### config.mk
export PLATFORM = sky130hd
export DESIGN_NAME = jk_mod_counter
export DESIGN_NICKNAME = d
export VERILOG_FILES = /design/src/rtl/jk_mod_counter.sv
export SDC_FILE = /design/constraint.sdc
export NUM_CORES = 1
export LEC_CHECK = 0
export ABC_AREA = 1
export BUFFER_PORTS_ARGS = -buffer_cell sky130_fd_sc_hd__buf_2
export CORE_AREA = 2 2 39 41
export DETAILED_ROUTE_END_ITERATION = 8
export DIE_AREA = 0 0 41 43
export PLACE_DENSITY = 0.67
export SYNTH_ARGS = -nofsm -noshare
export SYNTH_HDL_FRONTEND = slang
export SYNTH_SLANG_ARGS = --single-unit
### constraint.sdc
create_clock -name clk -period 1.8 [get_ports clk]
set_input_delay 0.36 -clock clk [delete_from_list [all_inputs] [get_ports clk]]
set_output_delay 0.36 -clock clk [all_outputs]
set_load 0.005 [all_outputs]
### src/rtl/jk_mod_counter.sv
// Up/down modulo-N counter whose next state is expressed as per-bit JK excitation.
// j_vec/k_vec drive a downstream JK flip-flop bank; count is the reference state it must track.
module jk_mod_counter #(
    parameter int unsigned WIDTH   = 4,
    parameter int unsigned MODULUS = 10
) (
    input  logic             clk,
    input  logic             reset,
    input  logic             en,
    input  logic             up,
    input  logic             load,
    input  logic [WIDTH-1:0] load_val,
    output logic [WIDTH-1:0] count,
    output logic [WIDTH-1:0] j_vec,
    output logic [WIDTH-1:0] k_vec,
    output logic             tc,
    output logic             wrap,
    output logic             load_err
);

    localparam logic [WIDTH:0]   MOD_EXT = (WIDTH + 1)'(MODULUS);
    localparam logic [WIDTH-1:0] MAX_VAL = WIDTH'(MODULUS - 1);

    logic [WIDTH-1:0] target;
    logic [WIDTH-1:0] toggle;
    logic [WIDTH-1:0] count_nxt;
    logic             clamp;
    logic             wrap_nxt;
    logic             load_err_nxt;

    // Out-of-range states (>= MODULUS) count as terminal when counting up so the next step recovers to 0.
    always_comb begin
        if (up) begin
            tc = ({1'b0, count} >= (MOD_EXT - 1'b1));
        end else begin
            tc = (count == '0);
        end
    end

    always_comb begin
        toggle[0] = 1'b1;
        for (int unsigned i = 1; i < WIDTH; i++) begin
            toggle[i] = toggle[i-1] & (up ? count[i-1] : ~count[i-1]);
        end
    end

    always_comb begin
        j_vec        = '0;
        k_vec        = '0;
        target       = '0;
        clamp        = 1'b0;
        wrap_nxt     = 1'b0;
        load_err_nxt = 1'b0;
        if (load) begin
            clamp        = ({1'b0, load_val} >= MOD_EXT);
            target       = clamp ? MAX_VAL : load_val;
            j_vec        = target;
            k_vec        = ~target;
            load_err_nxt = clamp;
        end else if (en) begin
            if (tc) begin
                target   = up ? '0 : MAX_VAL;
                j_vec    = target;
                k_vec    = ~target;
                wrap_nxt = 1'b1;
            end else begin
                j_vec = toggle;
                k_vec = toggle;
            end
        end
    end

    // Characteristic JK equation applied per bit: Q+ = J&~Q | ~K&Q.
    always_comb begin
        count_nxt = (j_vec & ~count) | (~k_vec & count);
    end

    always_ff @(posedge clk or negedge reset) begin
        if (!reset) begin
            count    <= '0;
            wrap     <= 1'b0;
            load_err <= 1'b0;
        end else begin
            count    <= count_nxt;
            wrap     <= wrap_nxt;
            load_err <= load_err_nxt;
        end
    end

endmodule

Word level (Yosys, flattened, before mapping) --
Index checks and enable logic that the tools add are counted.
Word-level totals: register bits after elaboration 6, bits of input ports 9, output and inout port bits 15, logic and storage cells 34
Operators by class: $lt $le $gt $ge 2, muxes and demuxes 16, bitwise logic cells 12, reduce and logical (&&, ||, !) cells 1
Operators with widths (number):
- 4-bit 2-to-1 mux | 8
- 4-bit inverter | 4
- 4-bit AND | 2
- 4-bit >= comparator, second input constant | 2
- 1-bit 2-to-1 mux | 8
- 4-bit zero test | 1
- 4-bit OR | 1
- 1-bit inverter | 3
- 1-bit AND | 2

Longest topological paths before layout --
depth after elaboration 10, gate-level depth with buffers 9, gate-level depth less buffers 9

Worst setup path before layout --
No wires, ideal clock.
kind register -> output, from reg count[0], to out j_vec[3], arrival 1.041 ns, data required time 1.440 ns, slack 0.399 ns, stages on the path, launching flop included 8, buffers on the path 0, cell sequence dfrtp_1 > nor2_2 > nand2_1 > nand2_2 > nand2_1 > a21oi_1 > nand2_1 > inv_1
Between the ends: word-level cells in the longest chain between the ends 7, elaborated cells between the ends (all ways) 10, those cells by class 1 x order compare; 5 x mux; 3 x bitwise; 1 x reduce/logical
Ends and longest elaborated chain:
- start: declaration | RTL line 13 | output logic [WIDTH-1:0] count,
- start signal: assignment | RTL line 84 | count <= count_nxt;
- branches (longest 4 deep; another with 4-bit >= comparator)
- 4-bit 2-to-1 mux * | RTL line 61 | if (tc) begin
- 4-bit 2-to-1 mux * | RTL line 60 | end else if (en) begin
- 4-bit 2-to-1 mux * | RTL line 54 | if (load) begin
- end: declaration | RTL line 14 | output logic [WIDTH-1:0] j_vec,
Every way passes the cells marked *.

Final worst setup path --
from reg count[1], to out k_vec[3]
Between the ends: word-level cells in the longest chain between the ends 7, elaborated cells between the ends (all ways) 10, those cells by class 1 x order compare; 5 x mux; 3 x bitwise; 1 x reduce/logical
Ends and longest elaborated chain:
- branches (longest 4 deep; another with 4-bit >= comparator)
- 4-bit 2-to-1 mux * | RTL line 61
- 4-bit 2-to-1 mux * | RTL line 60
- 4-bit 2-to-1 mux * | RTL line 54
- end: declaration | RTL line 15 | output logic [WIDTH-1:0] k_vec,
Marked as above.

==> metrics.txt <==
die area=1760 µm²; sequential area share after synthesis=30.5%; most frequent cells in the layout=32 x nand2_1, 23 x buf_2, 12 x inv_1; most common cell after layout, fill and taps aside=nand2_1; total grt overflow=0; share of layout cells above drive strength 1=40.2%; vias=623; antenna viol nets, final=0; Routed WL per cell=10.7 µm; total power=0.903 mW; Die Width=41 µm; WP data required=1.44 ns; diode count=0; mean number of vias per cell=4.68; post-synth cell types=13; peak supply drop=681 µV; Placement Setup Slack=0.241 ns; port buffer count=23; crit path max-delay cell type=dfrtp_1; Synth warnings=0; final hold violations=0; Root Driver=clkbuf_4; syn_nets=94; Crit Path Class=flop to output pin; fmax=553 MHz; worst slew pin tran=0.315 ns; max-cap violations=0; # setup viols final=1; gpl congestion=0.818; # placed instances=124; crit-path max FO=5; CTS sink cnt=6; number of global-route vias before repair=474; CTS Buf Count=3; Starting Density=35.6%; Final Cycle Share=100%; Clock Latency Late Sink=0.24 ns; CTS H-tree lvls=1; Final Critical Period=1.81 ns; Slowest Stage Delay on Critical Path=0.42 ns; final worst slack=-0.00801 ns; final cell count without fillers=133; DP Wirelength=981 µm; cells after synthesis=85; pwr/cell area=1240 nW/µm²; first-pass GRT wire length=1770 µm; max-slew violation count=0; # rows=14; Crit. End Element=output pin; failing checks=negative setup slack; TritonCTS clock tree=yes; CP top delay family=simple AND/OR/NAND/NOR gates; Hold Path Origin=load_val[3]; top cell type's share of synthesized area=30.5%; Netlist Area Pre-Place=493 µm²; DRC=0; leakage=0.465 nW; Core Region=1380 µm²; RSZ-0062 raised after global routing=true; Pre-Repair DR Iteration Count=5; Yosys reg bits=6; Synth area leader=dfrtp_1; largest net degree at the start of global routing=11; area grow syn2layout=47.5%; relative slew slack=78.8%; final WL=1420 µm; syn avg cell area=5.80 µm²; gr usage total=14.8%; final worst clock skew=0.0000526 ns; crit-path cells=inv_1, nand2_1, nand2_2, nand2_4, inv_4, nand2_2, nand2_2, nand2_1, buf_2; outcome=finished, violations left; Worst Path Arrival=1.45 ns; DRT iter0 DRCs=16; Chip Height=43 µm; initial antenna violation count=0; CP startpoint=count[1]; CP bufs+invs=3; R2R Path Start=count[1]; IO Pins=24; setup TNS=-0.00801 ns; # nets final=128; largest cells by area after synthesis=dfrtp_1 30%, nand2_1 27%, nand3_1 10%, inv_1 9.1%, nand2_2 5.1%; CTS Buffer Depth=2; clock transition at the registers of the reported paths=0.04 ns; worst min-delay path category=input pin to flop; most used cell, CP=nand2_2; crit start category=flop
-- power breakdown --
part,switching (mW),internal (mW)
Clock,0.0439,0.0751
Sequential,0.0465,0.180
Combinational,0.321,0.237
Total,0.411,0.492
-- sequential cells by signal (all words and copies together) (netlist names) --
register	flops
wrap	1
load_err	1
count	4
-- final cells by class --
class                   instances  area, µm²
clock buffers                   3       22.5
fillers                       137        657
well taps                      16       20.0
flip-flops and latches          6        150
multi-input cells              64        313
repair buffers                 29        163
inverters                      15       58.8
-- kinds of logic after synthesis --
logic type,share of synthesized area [%]
AND/OR/NAND/NOR,52.3
buffers and inverters,11.4
flip-flops,30.5
AO/OA/AOI/OAI,5.84
-- worst paths after layout --
| kind | depth (start not counted) | slack (ns) | endpoint |
|---|---|---|---|
| max | 9 | -0.008 | k_vec[3] |
| min | 3 | 0.47 | load_err |
| min in group asynchronous | 2 | 0.48 | wrap |
| min reg2reg | 2 | 0.57 | count[3] |
| max reg2reg | 9 | 0.47 | count[3] |
| max in group asynchronous | 2 | 1.19 | load_err |
-- timing repair --
| item | 4_1_cts | 5_1_grt |
|---|---|---|
| endpoints found under the setup margin | 2 | 7 |
| pin swaps | 0 | 8 |
| setup buffers | 3 | 2 |
| hold endpoints to repair | 6 | 0 |
| resized for setup | 0 | 8 |
| gates cloned | 0 | 0 |
| hold buffers | 1 | 0 |
-- layer usage --
metal / share of wire, % / global-route usage [%]
met5: 0 / 0
met4: 0 / 6.00
met1: 44 / 20.0
met3: 4.4 / 4.71
met2: 52 / 21.3
-- stage by stage --
| stage | area (µm²) | hold WS [ns] | util [%] |
|---|---|---|---|
| finish | 727 | 0.473 | 52.5 |
| global route | 727 | 0.472 | 52.5 |
| CTS | 683 | 0.459 | 49.4 |
| detailed placement | 628 | 0.186 | 45.4 |
| global placement | 628 | 0.184 | 45.4 |
| floorplan | 493 | 0.0644 | - |
-- synthesized netlist by cell type --
cell type,number
nor2_2,2
nand2_2,4
inv_2,3
o21ai_2,1
nand3_1,10
dfrtp_1,6
a21oi_1,1
nand3_2,1
nand2_1,35
inv_1,12
nor2_1,6
o21ai_0,3
nand4_1,1
-- tightest hold or removal path: stages --
cell and delay, ns:
buf_2 0.11, o21ai_0 0.13, nor2_1 0.06
Power figures use the tool's default switching activity.
